$ cat config.mk
export PLATFORM = sky130hd
export DESIGN_NAME = kbd_scan_ctrl
export DESIGN_NICKNAME = d
export VERILOG_FILES = /design/src/rtl/kbd_pkg.sv /design/src/rtl/key_fifo.sv /design/src/rtl/kbd_scan_ctrl.sv
export SDC_FILE = /design/constraint.sdc
export NUM_CORES = 1
export LEC_CHECK = 0
export BUFFER_PORTS_ARGS = -buffer_cell sky130_fd_sc_hd__clkbuf_2
export CORE_MARGIN = 2
export CORE_UTILIZATION = 45
export CTS_BUF_LIST = sky130_fd_sc_hd__clkbuf_4
export DETAILED_ROUTE_END_ITERATION = 12
export HOLD_SLACK_MARGIN = 0.12
export PLACE_DENSITY_LB_ADDON = 0.15
export SYNTH_ARGS = -nofsm -noshare
export SYNTH_HDL_FRONTEND = slang
export SYNTH_HIERARCHICAL = 1
export SYNTH_MEMORY_MAX_BITS = 65536
export SYNTH_SLANG_ARGS = --single-unit
$ cat constraint.sdc
create_clock -name clk -period 3.7 [get_ports clk]
set_clock_uncertainty 0.15 [all_clocks]
set_input_delay 0.74 -clock clk [delete_from_list [all_inputs] [get_ports clk]]
set_output_delay 0.74 -clock clk [all_outputs]
set_load 0.005 [all_outputs]
$ cat src/rtl/kbd_pkg.sv
// Shared types, scan-code constants and the US set-2 ASCII table
// used by the PS/2 key sequencer.
package kbd_pkg;

  typedef enum logic [1:0] {
    IDLE,
    EXT,
    BRK,
    EXT_BRK
  } state_t;

  localparam logic [7:0] SC_EXT     = 8'hE0;
  localparam logic [7:0] SC_BRK     = 8'hF0;
  localparam logic [7:0] SC_SHIFT_L = 8'h12;
  localparam logic [7:0] SC_SHIFT_R = 8'h59;
  localparam logic [7:0] SC_CTRL    = 8'h14;
  localparam logic [7:0] SC_CAPS    = 8'h58;
  localparam logic [7:0] SC_ENTER   = 8'h5A;
  localparam logic [7:0] SC_SLASH   = 8'h4A;

  // Receiver status / keyboard housekeeping bytes, never key data
  function automatic logic is_filtered(input logic [7:0] code);
    return (code == 8'h00) || (code == 8'hAA) ||
           (code == 8'hEE) || (code == 8'hFA) ||
           (code == 8'hFC) || (code == 8'hFE) ||
           (code == 8'hFF);
  endfunction

  function automatic logic is_letter(input logic [7:0] code);
    case (code)
      8'h1C, 8'h32, 8'h21, 8'h23, 8'h24, 8'h2B,
      8'h34, 8'h33, 8'h43, 8'h3B, 8'h42, 8'h4B,
      8'h3A, 8'h31, 8'h44, 8'h4D, 8'h15, 8'h2D,
      8'h1B, 8'h2C, 8'h3C, 8'h2A, 8'h1D, 8'h22,
      8'h35, 8'h1A: return 1'b1;
      default:      return 1'b0;
    endcase
  endfunction

  function automatic logic [7:0] scan2ascii(
    input logic [7:0] code,
    input logic       shifted
  );
    logic [7:0] lo;
    logic [7:0] hi;
    lo = 8'h00;
    hi = 8'h00;
    case (code)
      8'h1C: {lo, hi} = {"a", "A"};
      8'h32: {lo, hi} = {"b", "B"};
      8'h21: {lo, hi} = {"c", "C"};
      8'h23: {lo, hi} = {"d", "D"};
      8'h24: {lo, hi} = {"e", "E"};
      8'h2B: {lo, hi} = {"f", "F"};
      8'h34: {lo, hi} = {"g", "G"};
      8'h33: {lo, hi} = {"h", "H"};
      8'h43: {lo, hi} = {"i", "I"};
      8'h3B: {lo, hi} = {"j", "J"};
      8'h42: {lo, hi} = {"k", "K"};
      8'h4B: {lo, hi} = {"l", "L"};
      8'h3A: {lo, hi} = {"m", "M"};
      8'h31: {lo, hi} = {"n", "N"};
      8'h44: {lo, hi} = {"o", "O"};
      8'h4D: {lo, hi} = {"p", "P"};
      8'h15: {lo, hi} = {"q", "Q"};
      8'h2D: {lo, hi} = {"r", "R"};
      8'h1B: {lo, hi} = {"s", "S"};
      8'h2C: {lo, hi} = {"t", "T"};
      8'h3C: {lo, hi} = {"u", "U"};
      8'h2A: {lo, hi} = {"v", "V"};
      8'h1D: {lo, hi} = {"w", "W"};
      8'h22: {lo, hi} = {"x", "X"};
      8'h35: {lo, hi} = {"y", "Y"};
      8'h1A: {lo, hi} = {"z", "Z"};
      8'h16: {lo, hi} = {"1", "!"};
      8'h1E: {lo, hi} = {"2", "@"};
      8'h26: {lo, hi} = {"3", "#"};
      8'h25: {lo, hi} = {"4", "$"};
      8'h2E: {lo, hi} = {"5", "%"};
      8'h36: {lo, hi} = {"6", "^"};
      8'h3D: {lo, hi} = {"7", "&"};
      8'h3E: {lo, hi} = {"8", "*"};
      8'h46: {lo, hi} = {"9", "("};
      8'h45: {lo, hi} = {"0", ")"};
      8'h0E: {lo, hi} = {8'h60, "~"};
      8'h4E: {lo, hi} = {"-", "_"};
      8'h55: {lo, hi} = {"=", "+"};
      8'h5D: {lo, hi} = {"\\", "|"};
      8'h54: {lo, hi} = {"[", "{"};
      8'h5B: {lo, hi} = {"]", "}"};
      8'h4C: {lo, hi} = {";", ":"};
      8'h52: {lo, hi} = {"'", "\""};
      8'h41: {lo, hi} = {",", "<"};
      8'h49: {lo, hi} = {".", ">"};
      8'h4A: {lo, hi} = {"/", "?"};
      8'h5A: {lo, hi} = {8'h0D, 8'h0D};
      8'h66: {lo, hi} = {8'h08, 8'h08};
      8'h0D: {lo, hi} = {8'h09, 8'h09};
      8'h76: {lo, hi} = {8'h1B, 8'h1B};
      8'h29: {lo, hi} = {8'h20, 8'h20};
      default: {lo, hi} = 16'h0000;
    endcase
    return shifted ? hi : lo;
  endfunction

endpackage

$ cat src/rtl/key_fifo.sv
// Byte FIFO holding translated key events; a pop frees a slot
// for a push in the same cycle even when full.
module key_fifo #(
  parameter  int DEPTH = 8,
  localparam int AW    = $clog2(DEPTH)
) (
  input  logic         clk,
  input  logic         rst,
  input  logic         push,
  input  logic         pop,
  input  logic [7:0]   din,
  output logic [7:0]   dout,
  output logic [AW:0]  count,
  output logic         full,
  output logic         empty
);

  logic [7:0]    mem [DEPTH];
  logic [AW-1:0] wr_ptr;
  logic [AW-1:0] rd_ptr;
  logic          do_push;
  logic          do_pop;

  assign full    = (count == (AW+1)'(DEPTH));
  assign empty   = (count == '0);
  assign do_pop  = pop && !empty;
  assign do_push = push && (!full || do_pop);
  assign dout    = empty ? 8'h00 : mem[rd_ptr];

  always_ff @(posedge clk) begin
    if (do_push) mem[wr_ptr] <= din;
  end

  always_ff @(posedge clk or posedge rst) begin
    if (rst) begin
      wr_ptr <= '0;
      rd_ptr <= '0;
      count  <= '0;
    end else begin
      if (do_push) wr_ptr <= wr_ptr + 1'b1;
      if (do_pop)  rd_ptr <= rd_ptr + 1'b1;
      if (do_push && !do_pop)
        count <= count + 1'b1;
      else if (do_pop && !do_push)
        count <= count - 1'b1;
    end
  end

endmodule

$ cat src/rtl/kbd_scan_ctrl.sv
// PS/2 set-2 prefix decoder with modifier tracking, feeding
// translated make events into a CPU-drained key FIFO.
module kbd_scan_ctrl
  import kbd_pkg::*;
#(
  parameter int FIFO_DEPTH = 8
) (
  input  logic                          clk,
  input  logic                          rst,
  input  logic                          byte_vld,
  input  logic [7:0]                    byte_in,
  input  logic                          rd_strb,
  input  logic                          ovf_clr,
  output logic [7:0]                    key_data,
  output logic                          key_avail,
  output logic [$clog2(FIFO_DEPTH):0]   key_count,
  output logic                          shift,
  output logic                          ctrl,
  output logic                          caps,
  output logic                          overflow
);

  state_t     state, state_d;
  logic       lshift, lshift_d;
  logic       rshift, rshift_d;
  logic       lctrl, lctrl_d;
  logic       rctrl, rctrl_d;
  logic       caps_d;
  logic       caps_held, caps_held_d;
  logic       push;
  logic [7:0] push_data;
  logic       full;
  logic       empty;
  logic       letter;
  logic [7:0] xlat;

  assign shift     = lshift | rshift;
  assign ctrl      = lctrl | rctrl;
  assign key_avail = !empty;

  // Translation always uses the registered modifiers
  assign letter = is_letter(byte_in);
  assign xlat   = (letter && ctrl) ?
                  (scan2ascii(byte_in, 1'b1) & 8'h1F) :
                  scan2ascii(byte_in,
                             letter ? (shift ^ caps) : shift);

  always_comb begin
    state_d     = state;
    lshift_d    = lshift;
    rshift_d    = rshift;
    lctrl_d     = lctrl;
    rctrl_d     = rctrl;
    caps_d      = caps;
    caps_held_d = caps_held;
    push        = 1'b0;
    push_data   = 8'h00;
    if (byte_vld && !is_filtered(byte_in)) begin
      unique case (state)
        IDLE: begin
          unique case (1'b1)
            byte_in == SC_EXT:     state_d  = EXT;
            byte_in == SC_BRK:     state_d  = BRK;
            byte_in == SC_SHIFT_L: lshift_d = 1'b1;
            byte_in == SC_SHIFT_R: rshift_d = 1'b1;
            byte_in == SC_CTRL:    lctrl_d  = 1'b1;
            byte_in == SC_CAPS: begin
              if (!caps_held) caps_d = !caps;
              caps_held_d = 1'b1;
            end
            default: begin
              push_data = xlat;
              push      = (xlat != 8'h00);
            end
          endcase
        end
        EXT: begin
          unique case (1'b1)
            byte_in == SC_BRK: state_d = EXT_BRK;
            byte_in == SC_EXT: state_d = EXT;
            default: begin
              state_d = IDLE;
              if (byte_in == SC_CTRL) rctrl_d = 1'b1;
              if (byte_in == SC_ENTER) begin
                push      = 1'b1;
                push_data = 8'h0D;
              end
              if (byte_in == SC_SLASH) begin
                push      = 1'b1;
                push_data = 8'h2F;
              end
            end
          endcase
        end
        BRK: begin
          state_d = IDLE;
          if (byte_in == SC_SHIFT_L) lshift_d    = 1'b0;
          if (byte_in == SC_SHIFT_R) rshift_d    = 1'b0;
          if (byte_in == SC_CTRL)    lctrl_d     = 1'b0;
          if (byte_in == SC_CAPS)    caps_held_d = 1'b0;
        end
        EXT_BRK: begin
          state_d = IDLE;
          if (byte_in == SC_CTRL) rctrl_d = 1'b0;
        end
        default: state_d = IDLE;
      endcase
    end
  end

  always_ff @(posedge clk or posedge rst) begin
    if (rst) begin
      state     <= IDLE;
      lshift    <= 1'b0;
      rshift    <= 1'b0;
      lctrl     <= 1'b0;
      rctrl     <= 1'b0;
      caps      <= 1'b0;
      caps_held <= 1'b0;
      overflow  <= 1'b0;
    end else begin
      state     <= state_d;
      lshift    <= lshift_d;
      rshift    <= rshift_d;
      lctrl     <= lctrl_d;
      rctrl     <= rctrl_d;
      caps      <= caps_d;
      caps_held <= caps_held_d;
      // A new drop beats a simultaneous clear
      if (push && full && !rd_strb)
        overflow <= 1'b1;
      else if (ovf_clr)
        overflow <= 1'b0;
    end
  end

  key_fifo #(
    .DEPTH (FIFO_DEPTH)
  ) u_fifo (
    .clk   (clk),
    .rst   (rst),
    .push  (push),
    .pop   (rd_strb),
    .din   (push_data),
    .dout  (key_data),
    .count (key_count),
    .full  (full),
    .empty (empty)
  );

endmodule

* Word level (Yosys, flattened, before mapping)
Memory sizes are Yosys's and may differ from the RTL's.
Cells that the tools add are included.
** Word-level totals
- Input bits :: 13
- Memories :: 4
- Register bits :: 19
- Bits in read-only memories :: 3712
- Memory bits (writable) :: 64
- Word-level logic and storage cells :: 135
** Operators by class
- Equal/unequal tests :: 30
- $add $sub $neg :: 4
- Bitwise operators :: 4
- Reductions and logical operators :: 40
- Mux-type cells :: 42
** Memory list
- (no name shown) :: depth 128, bits a word 14, read ports 1, clocked after memory_dff 0, wr ports 0, line kbd_pkg.sv:48 : case (code)
- (no name shown) :: depth 128, bits a word 14, read ports 1, clocked after memory_dff 0, wr ports 0, line kbd_pkg.sv:48
- (no name shown) :: depth 128, bits a word 1, read ports 1, clocked after memory_dff 0, wr ports 0, line kbd_pkg.sv:30 : case (code)
- u_fifo.mem :: depth 8, bits a word 8, read ports 1, clocked after memory_dff 0, wr ports 1, line key_fifo.sv:18 : logic [7:0] mem [DEPTH];
** Operators by type and width (count)
- equality test 8 bit, second input constant :: 8
- 2-to-1 mux 8 bit :: 7
- equality test 8 x 7 -> 1 bit, second input constant :: 4
- != test 2 bit, second input constant :: 11
- 2-to-1 mux 1 bit :: 20
- AND reduction 4 bit :: 5
- equality test 8 x 5 -> 1 bit, second input constant :: 2
- 2-to-1 mux 16 bit :: 1
- case mux 8 bit (2 select lines) :: 1
- 2-to-1 mux 13 bit :: 1
- 2-to-1 mux 4 bit :: 3
- case mux 1 bit (2 select lines) :: 6
- logical AND 1 bit :: 8
- zero test 8 bit :: 1
- case mux 2 bit (2 select lines) :: 2
- nonzero test 2 bit :: 4
- nonzero test 8 bit :: 1
- zero test 1 bit :: 7
- logical OR 1 bit :: 7
- adder 3 x 1 -> 3 bit, second input constant :: 2
- case mux 2 bit (3 select lines) :: 1
- OR reduction 6 bit :: 1
- AND reduction 5 bit :: 1
- adder 4 x 1 -> 4 bit, second input constant :: 1
- other kinds (12) :: 15

* Logic depth before layout (Yosys ltp)
Gate-level depths: netlist (run 1).
- Word-level depth :: 15
- Gate-level depth with buffers :: 22
- Mapped depth without buffers :: 20

* Cells and area by module
Netlist (run 1), hierarchy kept.
** By module, submodules not included
- key_fifo :: cells each 158, instances 1, area an instance 3060.4 um^2, sequential area each 2172.1 um^2
- kbd_scan_ctrl :: cells each 406, instances 1, area an instance 2646.3 um^2, sequential area each 225.2 um^2

* Worst setup path before layout (run 1)
Ideal clock, no wire load.
- Path kind :: input to register
- From :: input byte_in[1]
- To :: register u_fifo.count[3]
- Data arrival time :: 4.720 ns
- Buffers on the path :: 1
- Setup slack :: -1.308 ns
- Stages :: 20
- Cell sequence :: clkbuf_1 > inv_1 > ha_1 > mux4_2 > nand4b_2 > and3_4 > a211oi_2 > a21oi_1 > mux2i_1 > nand4_1 > nor3_1 > o21ai_0 > o21ai_4 > inv_1 > ha_1 > inv_1 > ha_1 > or4_1 > nand3_1 > o221ai_1
** Between the ends
- Word-level cells in the longest chain between the ends :: 14
** Ends and longest elaborated chain
- start, declared :: line kbd_scan_ctrl.sv:11 : input logic [7:0] byte_in,
- branches (longest 9 deep; another with memory read (128 x 1 bit))
- 2-to-1 mux 1 bit * :: line kbd_scan_ctrl.sv:58 : if (byte_vld && !is_filtered(byte_in)) begin
- via push :: line kbd_scan_ctrl.sv:30 : logic push;
- logical AND 1 bit * :: line key_fifo.sv:27 : assign do_push = push && (!full || do_pop);
- via u_fifo.do_push :: line key_fifo.sv:21 : logic do_push;
- zero test 1 bit :: line key_fifo.sv:44 : else if (do_pop && !do_push)
- logical AND 1 bit :: line key_fifo.sv:44
- nonzero test 2 bit (no source line)
- end signal, assigned :: line key_fifo.sv:43 : count <= count + 1'b1;
- end signal, assigned :: line key_fifo.sv:45 : count <= count - 1'b1;
- end, declared :: line key_fifo.sv:13 : output logic [AW:0] count,
Mark *: on every way through the listed nets, which the timed path passes.
A chain may end at the register's enable or synchronous reset.

* Final worst setup path (run 1)
- From :: input byte_in[0]
- To :: register u_fifo.count[3]
Same word-level chain as after synthesis.

==> results of run 1 <==
## synthesized netlist by cell type (3+ instances only)
cell / count
nand3_1: 17
nand2b_1: 20
mux4_2: 18
or3_1: 13
o221ai_1: 7
nor2_1: 37
edfxtp_1: 64
o21ai_0: 30
ha_1: 14
a211oi_1: 7
xnor2_1: 6
nor2b_1: 14
a21boi_0: 5
and2_1: 10
buf_6: 3
o31ai_1: 3
nand4_1: 4
buf_4: 6
o211ai_1: 10
dfrtp_1: 19
a31oi_1: 8
nand3b_1: 7
buf_1: 4
o21bai_1: 3
a211o_1: 5
o21a_1: 4
inv_1: 16
nor3_1: 15
mux2i_1: 6
a21oi_1: 41
a22o_1: 10
a2111oi_0: 4
or4_1: 5
nor4_1: 4
nand2_1: 42
buf_2: 7
clkbuf_1: 18
## metrics by stage
stage          setup slack [ps]  utilization [%]
2_1_floorplan              -728                -
3_5_place_dp              -1020             58.2
5_1_grt                    -464             61.8
4_1_cts                    -341             60.2
6_report                   -324             61.8
3_3_place_gp               -885             58.2
## layer usage
metal	vias to the layer above	GRT usage, %
met5	-	0
met3	42	4.15
li1	2504	-
met2	211	46.7
met1	2621	34.5
met4	0	9.41
## worst paths after layout
check / slack, ps / end / from / depth (start not counted)
hold / removal: 340 / overflow$_DFFE_PP0P_ / ovf_clr / 2
min in group asynchronous: 650 / caps_held$_DFFE_PP0P_ / rst / 3
setup / recovery: -320 / u_fifo/count[3]$_DFFE_PP0P_ / byte_in[0] / 20
max in group asynchronous: 2450 / u_fifo/wr_ptr[2]$_DFFE_PP0P_ / rst / 3
setup reg to reg: 270 / u_fifo/count[3]$_DFFE_PP0P_ / caps$_DFFE_PP0P_ / 17
hold reg to reg: 360 / u_fifo/rd_ptr[2]$_DFFE_PP0P_ / u_fifo/rd_ptr[2]$_DFFE_PP0P_ / 1
## what timing repair did
| action | 4_1_cts | 5_1_grt |
|---|---|---|
| endpoints found under the hold margin | 19 | 0 |
| gates resized for setup | 17 | 35 |
| hold buffers | 1 | 0 |
| setup endpoints to repair | 56 | 67 |
| buffers inserted | 4 | 4 |
| pin swaps | 12 | 8 |
## state kept, by name (all words and copies together), names as in the netlist
register,flops
caps_held,1
caps,1
lshift,1
u_fifo/mem,64
rshift,1
u_fifo/wr_ptr,3
u_fifo/count,4
lctrl,1
overflow,1
u_fifo/rd_ptr,3
state,2
rctrl,1
## power by group through the flow
stage	sequential, mW	combinational, mW	clock (mW)
after floorplan	1.23	0.927	0
after global routing	1.30	1.59	0.505
after detailed placement	1.29	1.36	0
after CTS	1.27	1.39	0.472
after global placement	1.28	1.33	0
final	1.28	1.44	0.457
## logic make-up after synthesis
| kind of cell | count (synthesis) | share of synthesized area, % |
|---|---|---|
| compound gates | 167 | 20.2 |
| mux | 27 | 8.81 |
| xor+xnor | 8 | 1.23 |
| flops | 83 | 42.0 |
| other cells | 1 | 0.0657 |
| simple gates | 204 | 19.4 |
| fa+ha+maj | 15 | 3.42 |
| buf+inv | 59 | 4.87 |
## worst max-delay path, delay by kind of cell
kind            cells  cell delay (ps)
buf+inv             4              340
simple gates        4              680
mux                 1              530
fa+ha+maj           3              540
compound gates      8             1400
## cell type report
cell class / count / area (um2) / area share (%)
clock buffer: 9 / 67.6 / 0.873
tap: 172 / 215 / 2.78
sequential: 83 / 2400 / 31.0
clock inverter: 7 / 50.0 / 0.647
timing repair buffer: 195 / 1540 / 19.9
multi-input combinational: 429 / 3380 / 43.7
inverter: 19 / 81.3 / 1.05
antenna: 1 / 2.50 / 0.0323
==> impl_metrics.toml, run 1 <==
[die]
fp.dieW_um = 117
die_h_um = 117
fp.dieArea_um2 = 13600
start_util_pct = 45.6
rows = 41
core_um2 = 12500
ios = 30

[route]
wirelength_um = 17900
met1_length_um = 7450
met2_length_um = 8940
antenna_left = 0
routed.top_layer = "met4"
wl_per_cell_um = 19.5
drtPass1Iterations = 5
vias = 5378
wl_met3_um = 936
viasPerCell = 5.88
drt-initial-drc-count = 628
drc_errors = 0

[worst_setup_path]
worstSetupPathType = "in2reg"
startpoint_type = "input pin"
crit_required_ps = 3910
cp_slowest_cell = "mux4_2"
cp.arrival_ps = 4240
critPathCaptureType = "register"
path_max_fanout = 4
crit_chain = "buf_8 -> buf_6 -> ha_4 -> mux4_2 -> nand4b_4 -> and3_4 -> a211oi_4 -> a211o_1 -> a311oi_2 -> nand4_1 -> nor3_2 -> o21ai_2 -> o21ai_4 -> inv_2 -> ha_4 -> inv_4 -> ha_1 -> a21o_2 -> a211o_1 -> o221ai_2"
critPathMaxStageDelay_ps = 530

[power_and_ir_drop]
swShare_pct = 36.0
power.density_cell_area_nw_per_um2 = 411
fin_total_pwr_mw = 3.18
p_int_mw = 2.03
power_switching_mw = 1.14
clkPwrFrac_pct = 14.4
comb_power_share_pct = 45.4
ir_drop_mv = 0.190
seqPwrFrac_pct = 40.3
power_leakage_nw = 3.07

[final_layout]
areaGrowthSynthToFinish_pct = 35.6
fin_area_um2 = 7740
final_common_cell = "buf_4"
fill_cells = 1068
drive_gt1_share_pct = 39.5
nets = 765
final_cell_mix = "buf_4 (149), edfxtp_1 (64), nand2_1 (42), a21oi_1 (39), nor2_1 (33)"
instances_no_fill = 915

[global_route]
overflow = 0
grt_max_degree = 26
grt_pass1_wl_um = 27500
antenna_found_initial = 0
grt_pass1_vias = 5193
grt_usage_pct = 27.0

[min_path]
hold_path.class = "in2reg"

[synthesis]
synth_edf_count = 64
ys_ff_latch = 83
syn-cell-area_um2 = 5710
synth_seq_area_share_pct = 42.0
ys_types = 83
synth_ff_type = "edfxtp_1"
ys_async_sr_fraction_pct = 22.9
yosys_warnings = 6
synthTopCellsByArea = "edfxtp_1 (34%), dfrtp_1 (8.3%), mux4_2 (7.1%), a21oi_1 (3.6%), ha_1 (3.1%)"
syn_area_per_cell_um2 = 10.1
yosysTopAreaCell = "edfxtp_1"
synth_top_area_share_pct = 33.7
syn_inst = 564

[timing]
min_period_over_period_pct = 109
worst_slack_ps = -324
tns_ps = -2440
final-setup-viol-count = 43
drv_slew = 0
fmax_ghz = 0.249
rsz0062_at_grt = "true"
hold_viol = 0
tightestPinTransition_ps = 767
fin_crit_ps = 4020
fin_hold_ws_ps = 344
relSlewSlack_pct = 48.8

[place]
dpl_cell_area_um2 = 7290
io_buffers = 29
hpwl_um = 13900
gp_congestion = 1.05
dp_cells = 889

[clocking]
cts_buffers = 9
root_buffer = "clkbuf_4"
clk_path_buf_depth = 2
worstSkewPairLatency_ps = 430
h-tree-depth = 3
clock_sinks = 83
clk_pin_slew_ps = 130
cts_tree = "yes"

[run]
maxCapViolCount = 0

[outcome]
violations = "setup timing"
status = "finished with violations"
No activity file was read; power rests on OpenSTA's default activity.
==> run 2: changes to the inputs <==
- REMOVE_ABC_BUFFERS: unset -> 1
==> impl_metrics.toml, run 2 (synthesis gave the netlist of run 1 again) <==
[die]
start_util_pct = 45.6
fp.dieArea_um2 = 13600
rows = 41
die_h_um = 117
fp.dieW_um = 117
ios = 30
core_um2 = 12500

[place]
io_buffers = 29
gp_congestion = 0.979
hpwl_um = 14300
placement.setup.worst_slack_ps = -1290

[final_layout]
regMostFlops = "u_fifo/mem"
drive_gt1_share_pct = 41.8
largest_reg_flops = 64
reg.largest.list = "u_fifo/mem x64, u_fifo/count x4"
areaGrowthSynthToFinish_pct = 38.0
nets = 781
final_common_cell = "buf_4"
diodes = 0
final_cell_mix = "buf_4 (167), edfxtp_1 (64), nand2_1 (40), a21oi_1 (39), nor2_1 (37)"

[timing]
drv_slew = 0
final-setup-viol-count = 11
min_period_over_period_pct = 110
fin_hold_ws_ps = 328
relSlewSlack_pct = 45.5
fin_crit_ps = 4080
worst_slack_ps = -385
fmax_ghz = 0.245
tns_ps = -971
hold_viol = 0
rsz0062_at_grt = "true"
tightestPinTransition_ps = 817

[clocking]
clock_sinks = 83
clk_pin_slew_ps = 150
cts_tree = "yes"
worstSkewPairLatency_ps = 440
clk_path_buf_depth = 2
root_buffer = "clkbuf_4"
cts_buffers = 9
h-tree-depth = 3

[global_route]
antenna_found_initial = 0
grt_pass1_vias = 5373
grt_pass1_wl_um = 28600
grt_usage_pct = 27.9
overflow = 0
grt_max_degree = 22

[worst_setup_path]
cp_slowest_cell = "or4_4"
worstSetupPathType = "in2reg"
crit_required_ps = 3890
critPathCaptureType = "register"
startpoint_type = "input pin"
path_max_fanout = 4
critPathMaxStageDelay_ps = 410
crit_chain = "clkbuf_16 -> buf_4 -> ha_4 -> and2_1 -> buf_4 -> a21oi_1 -> o221ai_1 -> a31oi_2 -> o221ai_1 -> a21oi_1 -> nand4_1 -> nor3_2 -> o21ai_2 -> o21ai_4 -> inv_2 -> ha_4 -> inv_6 -> ha_4 -> or4_4 -> nand3_2 -> o221ai_2"
cp.arrival_ps = 4280
crit_top_cell = "ha_4"

[outcome]
violations = "setup timing"
status = "finished with violations"

[run]
maxCapViolCount = 0

[route]
drc_errors = 0
antenna_left = 0
drtPass1Iterations = 5
vias = 5445
wirelength_um = 18700
drt-initial-drc-count = 441
viasPerCell = 5.85
wl_per_cell_um = 20.1

[power_and_ir_drop]
fin_total_pwr_mw = 3.25
power_leakage_nw = 3.15
ir_drop_mv = 0.234
power.density_cell_area_nw_per_um2 = 413

[min_path]
hold_path.class = "in2reg"
-- run 2: cell count changes in the layout (fill, tap and decap cells not counted), sizes merged --
cell | before | now
clkinv | 3 | 2
diode | 1 | 0
buf | 166 | 181
clkbuf | 37 | 38
inv | 21 | 22
-- run 2: power breakdown --
part           leakage [nW]  switching [mW]  total (mW)  internal (mW)
clock                0.0685           0.343       0.498          0.155
combinational          2.27           0.682        1.47          0.788
sequential            0.818           0.155        1.28           1.13
-- run 2: worst max-delay path, delay by kind of cell --
family / cells / cell delay [ps]
AO/OA/AOI/OAI: 8 / 1470
adder cells (fa/ha/maj): 3 / 540
buffers and inverters: 5 / 530
AND/OR/NAND/NOR: 5 / 990
-- run 2: layout make-up --
cell class                 instances  area [um2]
timing repair buffer             211        1630
multi-input combinational        429        3410
fill                            1068        4640
sequential                        83        2400
clock inverter                     7        66.3
inverter                          19        82.6
clock buffer                       9        67.6
tap                              172         215
-- run 2: path summary, 6_finish.rpt --
kind / start / to / slack [ps] / cells after the start
max: byte_in[1] / u_fifo/count[3]$_DFFE_PP0P_ / -380 / 21
max in group asynchronous: rst / u_fifo/wr_ptr[1]$_DFFE_PP0P_ / 2440 / 3
min reg2reg: caps_held$_DFFE_PP0P_ / caps_held$_DFFE_PP0P_ / 360 / 2
min: ovf_clr / overflow$_DFFE_PP0P_ / 330 / 2
max reg2reg: caps$_DFFE_PP0P_ / u_fifo/count[3]$_DFFE_PP0P_ / 190 / 16
min in group asynchronous: rst / overflow$_DFFE_PP0P_ / 640 / 3
-- run 2: timing repair --
action,CTS,global route
endpoints found under the hold margin,19,0
pin swaps,19,21
setup buffers,8,3
resized for setup,69,25
endpoints found under the setup margin,68,69
cloned,0,0
hold buffers,1,0
-- run 2: metal layers --
metal | track usage, % | vias to the layer above | share of wire (%)
met2 | 47.9 | 217 | 49
met3 | 4.36 | 53 | 5.0
li1 | - | 2540 | -
met1 | 35.0 | 2635 | 42
met4 | 11.8 | 0 | 3.8
met5 | 0 | - | 0
-- run 2: through the flow --
stage                     cell area [um2]  util [%]  instances
final                                7870      62.9        930
after global routing                 7870      62.9        930
after CTS                            7750      61.9        929
after detailed placement             7230      57.8        905
after global placement               7230      57.8        905
after floorplan                      5530         -        531
